**src/rtl/axi4_pkg.sv**
```systemverilog
// Shared AXI4 types and constants for the request arbiter slice.
package axi4_pkg;

  typedef enum logic [1:0] {
    BurstFixed = 2'b00,
    BurstIncr  = 2'b01,
    BurstWrap  = 2'b10
  } axi_burst_t;

  // Captured id/addr are stored at these widths; narrower ports zero-extend.
  localparam int unsigned AxiIdWidthMax   = 16;
  localparam int unsigned AxiAddrWidthMax = 64;
  localparam int unsigned AXI_4KB         = 4096;

  typedef struct packed {
    logic [AxiIdWidthMax-1:0]   id;
    logic [AxiAddrWidthMax-1:0] addr;
    logic [7:0]                 len;
    logic [2:0]                 size;
    axi_burst_t                 burst;
    logic                       wr;
    logic                       err;
  } axi_req_t;

endpackage

```
**src/rtl/axi4_burst_chk.sv**
```systemverilog
// Combinational legality check of one AXI4 address-phase payload.
module axi4_burst_chk
  import axi4_pkg::*;
#(
  parameter int unsigned AXI_DATA_WIDTH = 64
) (
  input  logic [11:0] addr_lo_i,
  input  logic [7:0]  len_i,
  input  logic [2:0]  size_i,
  input  logic [1:0]  burst_i,
  output logic        err_o
);

  localparam int unsigned MaxSize = $clog2(AXI_DATA_WIDTH / 8);

  // 17 bits holds 4095 + 256 * 128 without wrapping.
  logic [16:0] bytes;
  logic [16:0] end_addr;

  always_comb begin
    bytes    = (17'(len_i) + 17'd1) << size_i;
    end_addr = 17'(addr_lo_i) + bytes;
    err_o    = 1'b0;
    if (burst_i == 2'b11) begin
      err_o = 1'b1;
    end
    if (32'(size_i) > MaxSize) begin
      err_o = 1'b1;
    end
    if (burst_i == BurstWrap && !(len_i inside {8'd1, 8'd3, 8'd7, 8'd15})) begin
      err_o = 1'b1;
    end
    if (burst_i == BurstFixed && len_i > 8'd15) begin
      err_o = 1'b1;
    end
    if (burst_i == BurstIncr && end_addr > 17'(AXI_4KB)) begin
      err_o = 1'b1;
    end
  end

endmodule

```
**src/rtl/axi4_req_arb.sv**
```systemverilog
// Round-robin AR/AW arbiter feeding one outstanding request to the SRAM core.
module axi4_req_arb
  import axi4_pkg::*;
#(
  parameter int unsigned AXI_ADDR_WIDTH = 32,
  parameter int unsigned AXI_DATA_WIDTH = 64,
  parameter int unsigned AXI_ID_WIDTH   = 4
) (
  input  logic                      clk_i,
  input  logic                      rst_i,
  input  logic                      arvalid_i,
  output logic                      arready_o,
  input  logic [AXI_ID_WIDTH-1:0]   arid_i,
  input  logic [AXI_ADDR_WIDTH-1:0] araddr_i,
  input  logic [7:0]                arlen_i,
  input  logic [2:0]                arsize_i,
  input  logic [1:0]                arburst_i,
  input  logic                      awvalid_i,
  output logic                      awready_o,
  input  logic [AXI_ID_WIDTH-1:0]   awid_i,
  input  logic [AXI_ADDR_WIDTH-1:0] awaddr_i,
  input  logic [7:0]                awlen_i,
  input  logic [2:0]                awsize_i,
  input  logic [1:0]                awburst_i,
  output logic                      req_valid_o,
  input  logic                      req_ready_i,
  output logic                      req_wr_o,
  output logic [AXI_ID_WIDTH-1:0]   req_id_o,
  output logic [AXI_ADDR_WIDTH-1:0] req_addr_o,
  output logic [7:0]                req_len_o,
  output logic [2:0]                req_size_o,
  output logic [1:0]                req_burst_o,
  output logic                      req_err_o,
  input  logic                      done_i
);

  typedef enum logic [1:0] {StIdle, StHold, StBusy} state_e;

  state_e   state_q;
  logic     last_wr_q;
  logic     req_valid_q;
  axi_req_t req_q;

  logic                      grant_ar;
  logic                      grant_aw;
  logic [AXI_ID_WIDTH-1:0]   sel_id;
  logic [AXI_ADDR_WIDTH-1:0] sel_addr;
  logic [7:0]                sel_len;
  logic [2:0]                sel_size;
  logic [1:0]                sel_burst;
  logic                      sel_err;

  // Ready is a same-cycle function of the grant; reset suppresses any handshake.
  always_comb begin
    grant_ar = 1'b0;
    grant_aw = 1'b0;
    if (state_q == StIdle && !rst_i) begin
      if (arvalid_i && awvalid_i) begin
        grant_aw = ~last_wr_q;
        grant_ar = last_wr_q;
      end else begin
        grant_ar = arvalid_i;
        grant_aw = awvalid_i;
      end
    end
  end

  assign arready_o = grant_ar;
  assign awready_o = grant_aw;

  assign sel_id    = grant_aw ? awid_i    : arid_i;
  assign sel_addr  = grant_aw ? awaddr_i  : araddr_i;
  assign sel_len   = grant_aw ? awlen_i   : arlen_i;
  assign sel_size  = grant_aw ? awsize_i  : arsize_i;
  assign sel_burst = grant_aw ? awburst_i : arburst_i;

  axi4_burst_chk #(
    .AXI_DATA_WIDTH(AXI_DATA_WIDTH)
  ) u_burst_chk (
    .addr_lo_i(sel_addr[11:0]),
    .len_i    (sel_len),
    .size_i   (sel_size),
    .burst_i  (sel_burst),
    .err_o    (sel_err)
  );

  always_ff @(posedge clk_i) begin
    if (rst_i) begin
      state_q     <= StIdle;
      last_wr_q   <= 1'b1;
      req_valid_q <= 1'b0;
      req_q       <= '0;
    end else begin
      case (state_q)
        StIdle: begin
          if (grant_ar || grant_aw) begin
            req_q.id    <= AxiIdWidthMax'(sel_id);
            req_q.addr  <= AxiAddrWidthMax'(sel_addr);
            req_q.len   <= sel_len;
            req_q.size  <= sel_size;
            req_q.burst <= axi_burst_t'(sel_burst);
            req_q.wr    <= grant_aw;
            req_q.err   <= sel_err;
            last_wr_q   <= grant_aw;
            req_valid_q <= 1'b1;
            state_q     <= StHold;
          end
        end
        StHold: begin
          if (req_ready_i) begin
            req_valid_q <= 1'b0;
            state_q     <= StBusy;
          end
        end
        StBusy: begin
          if (done_i) begin
            state_q <= StIdle;
          end
        end
        default: begin
          req_valid_q <= 1'b0;
          state_q     <= StIdle;
        end
      endcase
    end
  end

  assign req_valid_o = req_valid_q;
  assign req_wr_o    = req_q.wr;
  assign req_id_o    = req_q.id[AXI_ID_WIDTH-1:0];
  assign req_addr_o  = req_q.addr[AXI_ADDR_WIDTH-1:0];
  assign req_len_o   = req_q.len;
  assign req_size_o  = req_q.size;
  assign req_burst_o = req_q.burst;
  assign req_err_o   = req_q.err;

  // Storage beyond the configured widths is always zero.
  logic unused_hi;
  assign unused_hi = ^{req_q.id, req_q.addr};

endmodule

```
**config.mk**
```make
export PLATFORM = sky130hd
export DESIGN_NAME = axi4_req_arb
export DESIGN_NICKNAME = d
export VERILOG_FILES = /design/src/rtl/axi4_pkg.sv /design/src/rtl/axi4_burst_chk.sv /design/src/rtl/axi4_req_arb.sv
export SDC_FILE = /design/constraint.sdc
export NUM_CORES = 1
export LEC_CHECK = 0
export ABC_AREA = 1
export CAP_MARGIN = 20
export CORE_ASPECT_RATIO = 2
export CORE_UTILIZATION = 39
export CTS_CLUSTER_SIZE = 24
export DETAILED_ROUTE_END_ITERATION = 10
export PLACE_DENSITY = 0.74
export SYNTH_ARGS = -nofsm -noshare
export SYNTH_HDL_FRONTEND = slang
export SYNTH_HIERARCHICAL = 1
export SYNTH_SLANG_ARGS = --single-unit
```
**constraint.sdc**
```tcl
create_clock -name clk_i -period 9.16 [get_ports clk_i]
set_clock_uncertainty 0.15 [all_clocks]
set_input_delay 0.916 -clock clk_i [delete_from_list [all_inputs] [get_ports clk_i]]
set_output_delay 0.916 -clock clk_i [all_outputs]
set_load 0.01 [all_outputs]
```
# == After elaboration in Yosys (flattened, before gate mapping) ==
# Index checks and enable logic that the tools add are counted.
# classes
muxes,21
magnitude_cmp,3
n_reduce_logical,14
bitwise,2
eq_ne,12
shift,1
add_sub_neg,2
# ops
operator,count
2-to-1 mux 32 bit,1
adder 12 x 17 -> 17 bit,1
greater-than comparator 17 x 13 -> 1 bit (second input constant),1
left shift 17 x 3 -> 17 bit,1
2-to-1 mux 1 bit,11
adder 8 x 1 -> 9 bit (second input constant),1
== test 8 x 1 -> 1 bit (second input constant),1
== test 8 x 2 -> 1 bit (second input constant),1
== test 8 x 3 -> 1 bit (second input constant),1
== test 8 x 4 -> 1 bit (second input constant),1
greater-than comparator 8 x 4 -> 1 bit (second input constant),1
2-to-1 mux 2 bit,4
2-to-1 mux 8 bit,1
== test 2 bit (second input constant),3
case mux 2 bit (3 select lines),1
AND reduction 3 bit,2
logical AND 1 bit,5
== test 2 x 1 -> 1 bit (second input constant),2
logical NOT 2 bit,2
2-to-1 mux 4 bit,1
inequality test 2 bit (second input constant),2
nonzero test 4 bit,1
greater-than comparator 3 x 2 -> 1 bit (second input constant),1
2-to-1 mux 3 bit,1
other kinds (6),8
# word_totals
output_inout_bits,54
in_bits,104
regBits,55
elab_cells,65

# == Longest topological paths before layout ==
# Gate-level depths: netlist (run 1).
# logic_depth
word_depth,11
ltp_mapped,35

# == Hierarchy ==
# The synthesis (run 1) kept the hierarchy.
# modules_own_cells
mod,cells_per_inst,n_inst,area_per_inst_um2
axi4_req_arb,597,1,3402.0
axi4_burst_chk,280,1,1431.4

# == Worst setup path after synthesis (run 1) ==
# OpenSTA, ideal clock, no wires.
# synth_path
kind,input port to flip-flop
from,input port arvalid_i
to,register req_q (netlist bit req_err_o)
setup_ps,113
path_buffers,1
cell_stages,28
path_slack_ps,4814
t_arrival_ps,4082
path_cell_list,a21oi_2 -> nand2_2 -> buf_2 -> nand2_1 -> nand2_1 -> ha_1 -> a31o_2 -> o21ai_0 -> o21ai_0 -> o21ai_0 -> inv_1 -> nand2_1 -> o21ai_0 -> ha_1 -> a21oi_1 -> inv_1 -> o21ai_0 -> nand3_1 -> nand2_1 -> nand2_1 -> inv_1 -> nand3_1 -> a21oi_1 -> nand3_1 -> nand2_1 -> nand2_1 -> nor2_1 -> nor2_1
# synth_between
elab_chain_cells,11
# synth_rtl
element,line_no,rtl
"start, declared",axi4_req_arb.sv:11,"input logic arvalid_i,"
logical AND 1 bit (*),axi4_req_arb.sv:58,if (arvalid_i && awvalid_i) begin
2-to-1 mux 1 bit (*),axi4_req_arb.sv:58,
2-to-1 mux 1 bit (*),axi4_req_arb.sv:57,if (state_q == StIdle && !rst_i) begin
2-to-1 mux 8 bit (*),axi4_req_arb.sv:73,assign sel_len = grant_aw ? awlen_i : arlen_i;
named net sel_len[0],axi4_req_arb.sv:48,logic [7:0] sel_len;
"parallel branches: the longest is 6 deep, another holds adder 12 x 17 -> 17 bit",--,
2-to-1 mux 1 bit (*),axi4_burst_chk.sv:36,if (burst_i == BurstIncr && end_addr > 17'(AXI_4KB)) begin
named net sel_err,axi4_req_arb.sv:51,logic sel_err;
"end, declared",axi4_req_arb.sv:42,axi_req_t req_q;
# Mark *: on every way through the listed nets, which the timed path passes.
# A chain may end at the register's enable or synchronous reset.

# == Worst setup path after layout (run 1) ==
# layout_path
from,input port awvalid_i
to,register req_q (netlist bit req_err_o)
# layout_between
elab_chain_cells,11
# layout_rtl
element,line_no,rtl
"start, declared",axi4_req_arb.sv:18,"input logic awvalid_i,"
logical AND 1 bit,axi4_req_arb.sv:58,
2-to-1 mux 1 bit (*),axi4_req_arb.sv:58,
2-to-1 mux 1 bit (*),axi4_req_arb.sv:57,
2-to-1 mux 8 bit (*),axi4_req_arb.sv:73,
named net sel_len[0],axi4_req_arb.sv:48,
"parallel branches: the longest is 6 deep, another holds adder 12 x 17 -> 17 bit",--,
2-to-1 mux 1 bit (*),axi4_burst_chk.sv:36,
named net sel_err,axi4_req_arb.sv:51,
# Marked as above.

==> summary.txt, run 1 <==
Power and ir drop
  – P per Cell Area: 137 mW/mm2
  – Static leakage: 3.79 nW
  – NetSw: 0.000356 W
  – Internal: 0.000550 W
  – Sw Share: 39.3%
  – Max VDD drop: 0.000111 V
  – Seq pwr share: 31.1%
  – Comb pwr share: 48.0%
  – Clock power frac: 20.9%

Floorplanning
  – Die ar.: 0.0129 mm2
  – Die Span Y: 159 um
  – Core area: 0.0121 mm2
  – # rows: 57
  – Horiz. Die Dim: 80.7 um
  – I/O pin total: 158
  – Starting Density: 39.9%

Detailed routing
  – DRT iter0 DRCs: 365
  – Via count: 5773
  – DRC viols: 0
  – First-pass iteration count of the detailed router: 5
  – Detail Route Antenna Nets: 0
  – Vias per std cell: 5.00
  – Routed length per placed instance: 14.7 um
  – Final WL: 17000 um

Timing
  – Rel. slew slack: 29.0%
  – Worst-Margin Slew: 1060 ps
  – Min cycle time layout: 6200 ps
  – Final WS setup: 2960 ps
  – Final period util: 67.6%
  – Post-route setup TNS: 0 ps
  – F_max: 161 MHz
  – Final hold violations: 0
  – # setup viols final: 0
  – Max-slew violation count: 0
  – Unrepaired setup endpoints after global routing: false

Yosys
  – Mapped Avg Cell Area: 5.51 um2
  – Ys Warns: 6
  – Synthesized netlist net count: 997
  – Sequential area share after synthesis: 22.8%
  – Flops & latches, synth: 55
  – Synth area leader: dfxtp_1
  – Synthesized area: 0.00483 mm2
  – Synth area leaders: dfxtp_1 (23%), nand2_1 (22%), nand3_1 (19%)
  – Synth top area share: 22.8%
  – Yosys cell types: 36
  – Synthesized instance count: 877

Placed design
  – Place WS: 2690 ps
  – # port buffers: 157
  – Placed cell count: 1146
  – Placer Congestion: 1.02
  – Dpl hpwl: 12800 um

Outcome
  – Status: finished clean

GRT
  – Initial antenna violation count: 0
  – Total track usage: 26.0%
  – Grt total ovfl: 0
  – Largest net degree at the start of global routing: 56
  – Number of global-route vias before repair: 5327
  – Global-route wire length before repair: 25500 um

CTS
  – CTS tree: yes
  – Post_cts resized: 0
  – CTS max path bufs: 2
  – Htree depth: 2
  – Hold_buf cts: 0
  – Setup repair bufs after CTS: 0
  – CTS Sinks: 55
  – Worst-skew pair later-pin latency: 290 ps
  – Clock buffer count from CTS: 5
  – Clock transition at path regs: 70 ps
  – Root Buffer: clkbuf_16

Finish
  – Layout cells sized above 1: 3.77%
  – Number of diodes: 0
  – Area of the multi-input gates: 0.00279 mm2
  – Nets: 1126
  – Synthesis-to-finish area growth: 36.3%
  – Fillers: 1281
  – Reg area: 0.00110 mm2
  – Post-Layout Cell Count: 1154

Setup path
  – Crit. End Element: flip-flop
  – Critical Path RT: 9200 ps
  – Crit path largest cell delay: 560 ps
  – Worst-path fanout max: 25
  – Largest delay share family, worst path: simple AND/OR/NAND/NOR gates
  – CP startpoint kind: input port
  – WS Path Type: in2reg
  – Crit-path most repeated cell: nand2_1
  – CP max-delay cell: a21oi_4
  – CP bufs+invs: 4
  – Reg2reg setup slack: 3770 ps
  – Crit path DAT: 6230 ps

Flow run
  – Max Cap Viol: 0

Min path
  – Worst Hold Class: reg2reg
-- power by group through the flow --
stage	registers [W]	logic (W)	clock network (W)
finish	0.000282	0.000435	0.000189
global route	0.000284	0.000481	0.000205
CTS	0.000282	0.000433	0.000196
detailed placement	0.000287	0.000431	0
global placement	0.000286	0.000430	0
floorplan	0.000298	0.000249	0
-- cell usage after synthesis --
cell / count
nand3_1: 179
nor2_1: 31
nor2_4: 3
ha_1: 15
nand3b_1: 2
or2_2: 1
nand2_2: 6
nor4_1: 1
a31o_2: 1
o41ai_1: 1
a21oi_1: 8
nor3_1: 2
o21ai_2: 1
nand4_1: 8
xor2_1: 3
and2_1: 1
and3_1: 1
clkbuf_1: 4
o211ai_1: 2
buf_2: 26
a21oi_2: 2
fa_1: 1
o21ai_0: 20
o21bai_1: 2
o21ai_1: 2
nor2_2: 3
clkinv_1: 2
a31oi_1: 1
dfxtp_1: 55
inv_1: 195
nand3_2: 5
buf_1: 5
inv_2: 3
buf_4: 5
mux2i_1: 2
nand2_1: 278
-- routing by layer --
layer,share of wire [%],GRT usage (%),up-vias
met5,0,0,-
met4,7.5,20.0,0
met3,4.8,2.64,65
met2,53,48.7,219
met1,35,24.6,2557
li1,-,-,2932
-- worst paths after layout --
kind | end | start | cells past startpoint
worst min register to register | req_wr_o | req_wr_o | 2
worst max-delay path | req_err_o | awvalid_i | 29
worst min-delay path | req_wr_o | req_wr_o | 2
worst max register to register | req_err_o | last_wr_q | 27
-- tightest hold or removal path: stages, from the launching register on --
cell     delay (ps)
dfxtp_1         310
nand2_1          60
a21oi_1          50
-- final cells by class --
type | count | share of cell area (%)
multi-input combinational | 582 | 42.4
timing repair buffer | 162 | 24.6
sequential | 55 | 16.7
inverter | 200 | 11.4
tap | 147 | 2.79
clock buffer | 5 | 1.90
clock inverter | 3 | 0.228
-- layout by cell type, fill, tap and decap left out, drive strengths merged --
master and count:
nand2 284, inv 198, nand3 184, clkdlybuf4s50 157
dfxtp 55, nor2 37, o21ai 23, ha 15
a21oi 10, nand4 8, clkbuf 5, buf 5
clkinv 5, xor2 3, o211ai 2, mux2i 2
nor3 2, o21bai 2, nand3b 2, a31o 1
a31oi 1, nor4 1, and3 1, and2 1
or2 1, o41ai 1, fa 1
-- state kept, by name (all words and copies together), names as in the netlist --
name,cells
req_size_o,3
req_valid_o,1
req_len_o,8
state_q,2
req_wr_o,1
last_wr_q,1
req_burst_o,2
req_addr_o,32
req_err_o,1
req_id_o,4
-- metrics by stage --
| stage | util [%] | area (um2) | hold WS (ps) | power (W) |
|---|---|---|---|---|
| 2_1_floorplan | - | 4830 | 321 | 0.000547 |
| 3_3_place_gp | 53.0 | 6430 | 309 | 0.000716 |
| 3_5_place_dp | 53.2 | 6450 | 311 | 0.000718 |
| 4_1_cts | 54.4 | 6590 | 320 | 0.000911 |
| 5_1_grt | 54.4 | 6590 | 341 | 0.000970 |
| 6_report | 54.4 | 6590 | 318 | 0.000906 |
-- cells by family (layout without fill, tap and decap cells) --
family,after synthesis,after routing,synth area share (%)
xor gates and xnor gates,3,3,0.544
AOI/OAI and AO/OA,40,40,4.76
and+or+nand+nor,521,521,47.5
DFF,55,55,22.8
buffers and inverters,240,370,19.7
adders and majority gates,16,16,4.30
muxes,2,2,0.414
No activity file was read; power rests on OpenSTA's default activity.
==> run 2: changes to the inputs <==
PLACE_DENSITY = 0.76   (was 0.74)
clock period = 5.6 ns   (was 9.16 ns; I/O delays follow)
==> run 2 against run 1 <==
Effect of this change:
- routed wire length shrank 7.6%
- clock-buffer cell count grew 1
- die area is the same
- combinational power rose by 61%
- register-to-register slack lost 2800 ps
- critical endpoint unchanged
- via count decreased by 3.2%
- sequential power is 63% higher
- highest routed layer unchanged
- cell count up 0.61%
- critical path depth fell by 1
- sequential share of layout area down 0.15 points
- final area is 0.89% higher
- global-route usage fell by 1.4 points
==> summary.txt, run 2 (synthesis results as in run 1) <==
Outcome
  – Status: finished clean

Timing
  – Rel. slew slack: 26.5% (-2.5 points)
  – # setup viols final: 0 (unchanged)
  – Final period util: 89.5%
  – Unrepaired setup endpoints after global routing: false
  – Max-slew violation count: 0 (unchanged)
  – F_max: 199 MHz
  – Post-route setup TNS: 0 ps (unchanged)
  – WHS: 326 ps (+7.58 ps)
  – Worst-Margin Slew: 1100 ps (+37.7 ps)
  – Final hold violations: 0 (unchanged)
  – Min cycle time layout: 5010 ps

Floorplanning
  – Die ar.: 0.0129 mm2 (unchanged)
  – # rows: 57 (unchanged)
  – Horiz. Die Dim: 80.7 um (unchanged)
  – Core area: 0.0121 mm2 (unchanged)
  – Starting Density: 39.9% (unchanged)
  – Die Span Y: 159 um (unchanged)
  – I/O pin total: 158 (unchanged)

Setup path
  – Worst-path fanout max: 29 (+16%)
  – Worst r2r path cells: 29 (+7.4%)
  – Crit path largest cell delay: 530 ps (-30 ps)
  – CP max-delay cell: clkdlybuf4s50_1
  – Crit. End Element: flip-flop
  – Critical Path RT: 5630 ps (-3570 ps)
  – CP startpoint kind: input port
  – Largest delay share family, worst path: simple AND/OR/NAND/NOR gates
  – Worst R2R End: req_err_o
  – Crit path DAT: 5040 ps (-1190 ps)
  – WS Path Type: in2reg
  – Reg2reg setup slack: 980 ps (-2790 ps)
  – CP bufs+invs: 5 (+1)
  – Crit-path most repeated cell: nand2_1
  – RR Startpoint: state_q[1]

GRT
  – Grt total ovfl: 0 (unchanged)
  – Total track usage: 24.6% (-1.4 points)
  – Met2 GRT Util: 48.3% (-0.31 points)
  – GRT busiest layer: met2
  – Largest net degree at the start of global routing: 55 (-1.8%)
  – Initial antenna violation count: 0 (unchanged)
  – Global-route wire length before repair: 24600 um (-3.7%)
  – GRT met3 Usage: 1.72% (-0.92 points)
  – Number of global-route vias before repair: 5173 (-2.9%)
  – Grt met1 use: 25.0% (+0.42 points)

Finish
  – Post-Layout Cell Count: 1161 (+0.61%)
  – Number of diodes: 0 (unchanged)
  – Final Cell Area: 0.00665 mm2 (+0.89%)
  – Synthesis-to-finish area growth: 37.6%
  – Layout cells sized above 1: 4.44% (+0.66 points)
  – Nets: 1133 (+0.62%)
  – Most common cell after layout, fill and taps aside: nand2_1
  – Max FFs per register: 32 (unchanged)
  – Fillers: 1280 (-0.078%)
  – Commonest non-fill, non-tap cells in the layout: nand2_1 (278), inv_1 (195), nand3_1 (179)

CTS
  – Root Buffer: clkbuf_16
  – CTS tree: yes
  – Worst-skew pair later-pin latency: 290 ps (about the same)
  – Hold_buf cts: 0 (unchanged)
  – CTS max path bufs: 2 (unchanged)
  – Htree depth: 2 (unchanged)
  – Clock buffer count from CTS: 5 (unchanged)
  – Clock transition at path regs: 70 ps (about the same)
  – CTS Sinks: 55 (unchanged)

Power and ir drop
  – Overall power: 0.00149 W (+64%)
  – Max VDD drop: 0.000133 V (+20%)
  – P per Cell Area: 224 mW/mm2 (+63%)
  – Static leakage: 3.81 nW (+0.76%)

Min path
  – Hold depth: 2 (unchanged)
  – Worst Hold Class: reg2reg
  – Worst Hold Path EP: req_wr_o
  – Worst hold start: req_wr_o

Placed design
  – Area of placed instances: 0.00649 mm2 (+0.62%)
  – Placer Congestion: 0.939 (-7.7%)
  – Dpl hpwl: 12200 um (-4.7%)
  – Placed cell count: 1153 (+0.61%)
  – # port buffers: 157 (unchanged)

Detailed routing
  – Via count: 5588 (-3.2%)
  – DRC viols: 0 (unchanged)
  – Vias per std cell: 4.81 (-3.8%)
  – DRT iter0 DRCs: 270 (-26%)
  – Detail Route Antenna Nets: 0 (unchanged)
  – Routed length per placed instance: 13.5 um (-8.2%)
  – Final WL: 15700 um (-7.6%)
  – First-pass iteration count of the detailed router: 4 (-1)

Flow run
  – Max Cap Viol: 0 (unchanged)
[run 2: how the worst max path moves through the flow]
stage / start / end / slack (ps) / cells past startpoint
6_report: rst_i / req_err_o / 590 / 28
5_1_grt: rst_i / req_err_o / 50 / 28
4_1_cts: rst_i / req_err_o / 550 / 28
3_5_place_dp: rst_i / req_err_o / 260 / 28
3_3_place_gp: rst_i / req_err_o / 300 / 28
2_1_floorplan: arvalid_i / req_err_o / 1610 / 28
[run 2: report_power, final]
part / leakage (nW) / internal, W / switching, W
sequential: 0.455 / 0.000436 / 0.0000233
clock: 0.0731 / 0.000179 / 0.000148
combinational: 3.29 / 0.000303 / 0.000399
total: 3.81 / 0.000918 / 0.000571
[run 2: worst min-delay path: stages, from the launching register on]
cell	delay, ps
dfxtp_1	320
nand2_1	60
a21oi_1	50
[run 2: what timing repair did]
| item | 4_1_cts | 5_1_grt |
|---|---|---|
| resized for setup | 0 | 1 |
| setup endpoints to repair | 0 | 1 |
| setup buffers | 0 | 0 |
[run 2: stage by stage]
stage / util [%] / setup WS, ps
6_report: 54.8 / 587
2_1_floorplan: - / 1610
3_3_place_gp: 53.5 / 298
3_5_place_dp: 53.5 / 261
5_1_grt: 54.8 / 52.1
4_1_cts: 54.8 / 546
[run 2: metal layers]
layer  up-vias  share of wire [%]
met5         -                  0
met4         0                4.2
met3        41                3.9
met2       154                 55
met1      2444                 37
li1       2949                  -
[run 2: area by class of cell]
cell class | count | area, um2 | share of cell area, %
repair buffers | 169 | 1670 | 25.0
well taps | 147 | 184 | 2.77
clock inverters | 2 | 16.3 | 0.245
multi-input cells | 582 | 2790 | 42.0
clock buffers | 6 | 139 | 2.09
flip-flops and latches | 55 | 1100 | 16.6
inverters | 200 | 751 | 11.3
==> run 3: changes to the inputs <==
CAP_MARGIN = not set   (was 20)
CTS_CLUSTER_SIZE = not set   (was 24)
==> results of run 3 <==
Final layout, timing and power as in run 2 (identical DEF).
